`config.mk`:
```
export PLATFORM = sky130hd
export DESIGN_NAME = keypad_debouncer
export DESIGN_NICKNAME = d
export VERILOG_FILES = /design/src/rtl/keypad_pkg.sv /design/src/rtl/keypad_decode.sv /design/src/rtl/keypad_debouncer.sv
export SDC_FILE = /design/constraint.sdc
export NUM_CORES = 1
export LEC_CHECK = 0
export CAP_MARGIN = 15
export CORE_UTILIZATION = 55
export CTS_CLUSTER_DIAMETER = 100
export CTS_CLUSTER_SIZE = 10
export DETAILED_ROUTE_END_ITERATION = 10
export DONT_BUFFER_PORTS = 1
export GPL_TIMING_DRIVEN = 0
export MAX_ROUTING_LAYER = met4
export PLACE_DENSITY_LB_ADDON = 0.3
export SLEW_MARGIN = 20
export SYNTH_ARGS = -nofsm -noshare
export SYNTH_HDL_FRONTEND = slang
export SYNTH_HIERARCHICAL = 1
export SYNTH_SLANG_ARGS = --single-unit
```
`constraint.sdc`:
```
create_clock -name clk -period 7.1 [get_ports clk]
set_input_delay 1.42 -clock clk [delete_from_list [all_inputs] [get_ports clk]]
set_output_delay 1.42 -clock clk [all_outputs]
set_load 0.02 [all_outputs]
```
`src/rtl/keypad_pkg.sv`:
```
// Shared types and helpers for the keypad debounce/decode stage.
// RELEASE state is present only when KEYPAD_RELEASE_DEBOUNCE_EN is defined.
package keypad_pkg;

`ifdef KEYPAD_RELEASE_DEBOUNCE_EN
    typedef enum logic [1:0] {StIdle, StDebounce, StHeld, StRelease} kd_state_t;
`else
    typedef enum logic [1:0] {StIdle, StDebounce, StHeld} kd_state_t;
`endif

    // Indexed by {row, col}; entry 0 (row 0, col 0) sits in the low nibble.
    localparam logic [63:0] KeyMap = {
        4'hD, 4'hF, 4'h0, 4'hE,
        4'hC, 4'h9, 4'h8, 4'h7,
        4'hB, 4'h6, 4'h5, 4'h4,
        4'hA, 4'h3, 4'h2, 4'h1
    };

    function automatic logic onehot4(input logic [3:0] v);
        return (v != 4'b0000) && ((v & (v - 4'd1)) == 4'b0000);
    endfunction

    function automatic logic [3:0] key_lookup(input logic [1:0] row, input logic [1:0] col);
        return KeyMap[{row, col, 2'b00} +: 4];
    endfunction

endpackage

```
`src/rtl/keypad_decode.sv`:
```
// Combinational {col, row} press-code decoder: hex key value plus one-hot legality flag.
module keypad_decode
    import keypad_pkg::*;
(
    input  logic [7:0] code,
    output logic [3:0] hex,
    output logic       legal
);

    logic [1:0] row;
    logic [1:0] col;

    always_comb begin
        row = 2'd0;
        col = 2'd0;
        for (int i = 0; i < 4; i++) begin
            if (code[i])     row = 2'(i);
            if (code[4 + i]) col = 2'(i);
        end
        hex   = key_lookup(row, col);
        legal = onehot4(code[7:4]) && onehot4(code[3:0]);
    end

endmodule

```
`src/rtl/keypad_debouncer.sv`:
```
// Debounces scanner press codes and emits a one-cycle keyvalid pulse plus a two-digit history.
// Define KEYPAD_RELEASE_DEBOUNCE_EN to also require a debounced release before the next press.
module keypad_debouncer
    import keypad_pkg::*;
#(
    parameter int unsigned DEBOUNCE_CYCLES = 20000
) (
    input  logic       clk,
    input  logic       reset,
    input  logic [7:0] currentpress,
    input  logic       rowpressed,
    output logic       keyvalid,
    output logic [3:0] keycode,
    output logic [7:0] digits
);

    localparam int unsigned CntW = $clog2(DEBOUNCE_CYCLES + 1);
    localparam logic [CntW-1:0] CntTarget = CntW'(DEBOUNCE_CYCLES);

    kd_state_t       state;
    logic [CntW-1:0] cnt;
    logic [7:0]      cap;

    logic [3:0]      hex;
    logic            code_legal;
    logic            legal;
    logic            match;
    logic [CntW-1:0] cnt_inc;

    // Entry to HELD only happens while currentpress == cap, so decoding the live input suffices.
    keypad_decode u_decode (
        .code  (currentpress),
        .hex   (hex),
        .legal (code_legal)
    );

    assign legal   = code_legal && rowpressed;
    assign match   = rowpressed && (currentpress == cap);
    assign cnt_inc = (cnt == CntTarget) ? cnt : cnt + CntW'(1);

    always_ff @(posedge clk or negedge reset) begin
        if (!reset) begin
            state    <= StIdle;
            cnt      <= '0;
            cap      <= 8'h00;
            keyvalid <= 1'b0;
            keycode  <= 4'h0;
            digits   <= 8'h00;
        end else begin
            keyvalid <= 1'b0;
            unique case (state)
                StIdle: begin
                    if (legal) begin
                        cap   <= currentpress;
                        cnt   <= '0;
                        state <= StDebounce;
                    end
                end
                StDebounce: begin
                    if (!match) begin
                        state <= StIdle;
                    end else begin
                        cnt <= cnt_inc;
                        if (cnt_inc == CntTarget) begin
                            state    <= StHeld;
                            keyvalid <= 1'b1;
                            keycode  <= hex;
                            digits   <= {hex, digits[7:4]};
                        end
                    end
                end
                StHeld: begin
                    if (!match) begin
`ifdef KEYPAD_RELEASE_DEBOUNCE_EN
                        // The mismatch that leaves HELD is the first counted release sample.
                        if (CntTarget == CntW'(1)) begin
                            state <= StIdle;
                        end else begin
                            state <= StRelease;
                            cnt   <= CntW'(1);
                        end
`else
                        state <= StIdle;
`endif
                    end
                end
`ifdef KEYPAD_RELEASE_DEBOUNCE_EN
                StRelease: begin
                    if (match) begin
                        cnt <= '0;
                    end else begin
                        cnt <= cnt_inc;
                        if (cnt_inc == CntTarget) state <= StIdle;
                    end
                end
`endif
                default: state <= StIdle;
            endcase
        end
    end

endmodule

```
==> results by group <==
Detailed routing
  – Routed len/inst: 15.4 um
  – Drt first pass iters: 4
  – DRT antenna net count: 0
  – Vias: 1879
  – Total Wirelength: roughly 4.8 mm
  – Vias per cell: 6.04
  – Initial DRC count: 137
  – Remaining DRCs: 0

Clock network
  – # Post-CTS Setup Buffers: 0
  – Clock Sinks: 34
  – Post-cts sizing count: 0
  – Root buf cell: clkbuf_8
  – Clk Latency, worst-skew pair: between 0.2 and 0.3 ns
  – Clock transition at path regs: approximately 0.070 ns
  – Clock H-tree levels: 2
  – CTS tree: done
  – CTS hold repair buffers: 0
  – CTS Buffer Depth: 2
  – CTS buffer count: 5

Die
  – Initial Utilization: 58.3%
  – Die Area: roughly 4600 um^2
  – Core Footprint: 4060 um^2
  – Row cnt: 23
  – Number of I/O pins: 24
  – Die width: 67.6 um
  – Die Span Y: 67.6 um

Job
  – Max Cap Violations: 0

Cells and area
  – Layout area overhead: 7.29%
  – # nets final: around 280
  – Post-Layout Cell Count: 311
  – # diodes: 0
  – Layout cells sized above 1: 18.4%

Pwr
  – Total power density per cell area: 175 nW/um^2
  – Max IR drop VDD: around 0.15 mV
  – Leakage: 1.07 nW
  – Total power: 0.444 mW

Setup path
  – Crit path DAT: 3.12 ns
  – RR Startpoint: cnt[1]$_DFFE_PN0P_
  – Crit-path most repeated cell: buf_2
  – Register-to-Register Path Depth: 7
  – Critical Path Start Type: primary input
  – Cell family with most CP delay: simple AND/OR/NAND/NOR gates
  – CP Max Fanout: 10
  – Reg2reg setup slack: 4.50 ns
  – CP Capture Type: flop
  – Critical Path Source: currentpress[2]
  – Buf+Inv Stages, Crit Path: 3
  – CP max stage cell: nor4b_2
  – CP required: just over 7 ns
  – Crit path kind: in -> reg
  – Highest cell delay on the worst timing path: 0.29 ns
  – Critical Path, Cell by Cell: buf_2 -> nor4b_2 -> o32a_1 -> nand3_1 -> and2_0 -> clkbuf_1 -> buf_2 -> o21ai_0 -> o31ai_1
  – R2R Path End: digits[0]$_DFFE_PN0P_

STA
  – Worst-margin pin slew: 0.506 ns
  – Clock Skews: 0.00814 ns
  – Fin crit share: 41.7%
  – Final min period: 2.96 ns
  – Setup TNS Final: 0 ns
  – Max Freq: 338 MHz
  – Final hold vios: 0
  – RSZ-0062 raised after global routing: no
  – Fin. max-slew vios: 0
  – Endpoints failing setup: 0
  – Slew margin rel.: 66.2%

GRT
  – Vias in the first global route: just under 2000
  – Total gr overflow: 0
  – Initial antenna violation count: 0
  – Gr usage total: 26.0%
  – Pin count of the biggest net entering global routing: 35
  – First-pass GRT wire length: ~8.5 mm

Synth
  – Syn Std Cell Area: 2370 um^2
  – Top-area cell type share of the netlist area: between 30% and 40%
  – Yosys cell types: 57
  – Syn_nets: 272
  – Mean Syn Cell Area: 9.36 um^2
  – Register area share after synthesis: 35.9%
  – Synth warn: 6
  – #FFs+latches synth: 34
  – Largest cells by area after synthesis: dfrtp_1, mux2_2, xnor2_1, ha_1, o21ai_0
  – Top cells by count, synth: dfrtp_1, o21ai_0, mux2_2
  – Area leader, netlist: dfrtp_1
  – Async S/R FF share, synth: 100%
  – Top-count cell post-synth: dfrtp_1
  – Most used DFF post-synth: dfrtp_1
  – Cells after Synth: ~250
  – Number of flops mapped to enable cells by yosys: 0

Worst hold path
  – Hold Path Depth: 1
  – Hold Path Sink: cnt[14]$_DFFE_PN0P_
  – Hold Crit Class: reg -> reg
  – Worst Min Path Start: cnt[14]$_DFFE_PN0P_

Place
  – DP Cell Count: 303
  – I/O Buffers: 0
  – Final HPWL DP: 3.40 mm
  – Final weighted congestion in routability-driven placement: between 0.9 and 1

Run status
  – Status: finished clean
## layout make-up
class                   count  area, um^2
fillers                   343        1520
multi-input cells         188        1350
inverters                   9        33.8
clock buffers               8         110
flip-flops and latches     34         851
well taps                  50        62.6
plain buffers              22         130
## state kept, by name, summed over array words and instances (netlist names)
register  flops
digits        4
cnt          15
keycode       4
cap           8
keyvalid      1
state         2
## logic make-up (layout without fill, tap and decap cells)
family | count (synthesis) | in the layout | share of synthesized area [%]
AND/OR/NAND/NOR | 91 | 91 | 23.1
AO/OA/AOI/OAI | 58 | 58 | 16.6
flip-flops | 34 | 34 | 35.9
buffers and inverters | 31 | 39 | 6.92
multiplexers | 17 | 17 | 8.03
XOR/XNOR | 14 | 14 | 5.18
adder cells (fa/ha/maj) | 8 | 8 | 4.23
## where the power goes
part | internal [mW] | switching, mW | total [mW] | leakage, nW
sequential | 0.210 | 0.0109 | 0.221 | 0.462
combinational | 0.0325 | 0.0201 | 0.0526 | 0.545
clock | 0.0980 | 0.0727 | 0.171 | 0.0575
## metal layers
metal  vias to the layer above  GRT usage, %  part of all wire [%]
li1                        934             -                     -
met1                       878          29.6                    44
met2                        55          41.7                    48
met3                        12          7.43                   5.3
met4                         0          12.2                   2.2
met5                         -             -                     0
## worst reg2reg max path: stages (launching register included)
cell     delay [ns]
dfrtp_1        0.45
ha_1           0.29
and3_1         0.28
nand2_2        0.12
o32a_1         0.30
o22a_1         0.26
nor3_4         0.40
mux2_2         0.39
## how the worst max path moves through the flow
stage                             end  slack (ns)  cells past startpoint
2_1_floorplan   digits[0]$_DFFE_PN0P_        4.04                      6
3_3_place_gp   keycode[3]$_DFFE_PN0P_        3.90                      6
3_5_place_dp    digits[0]$_DFFE_PN0P_        3.86                      6
4_1_cts         digits[1]$_DFFE_PN0P_        4.16                      6
5_1_grt           cnt[10]$_DFFE_PN0P_        3.97                      9
6_report          cnt[14]$_DFFE_PN0P_        4.14                      9
## layout by cell type (no fill, tap or decap), types with 6 or more instances in the layout
master | synthesis | routed
a21oi_1 | 10 | 10
buf_4 | 7 | 7
clkbuf_1 | 8 | 8
clkbuf_8 | 0 | 8
dfrtp_1 | 34 | 34
ha_1 | 8 | 8
inv_1 | 9 | 9
mux2_2 | 15 | 15
nand2_1 | 14 | 14
nand2b_1 | 6 | 6
nand3_1 | 13 | 13
nand4_1 | 6 | 6
nor2_1 | 8 | 8
nor3_1 | 13 | 13
o21ai_0 | 19 | 19
xnor2_1 | 12 | 12
## metrics by stage
step | area (um^2) | setup WS (ns) | utilization (%) | hold WS (ns)
floorplan | 2370 | 4.04 | - | 0.437
CTS | 2540 | 4.16 | 62.6 | 0.479
global placement | 2430 | 3.90 | 59.9 | 0.466
finish | 2540 | 4.14 | 62.6 | 0.479
detailed placement | 2430 | 3.86 | 59.9 | 0.465
global route | 2540 | 3.97 | 62.6 | 0.502
No activity file was read; power rests on OpenSTA's default activity.
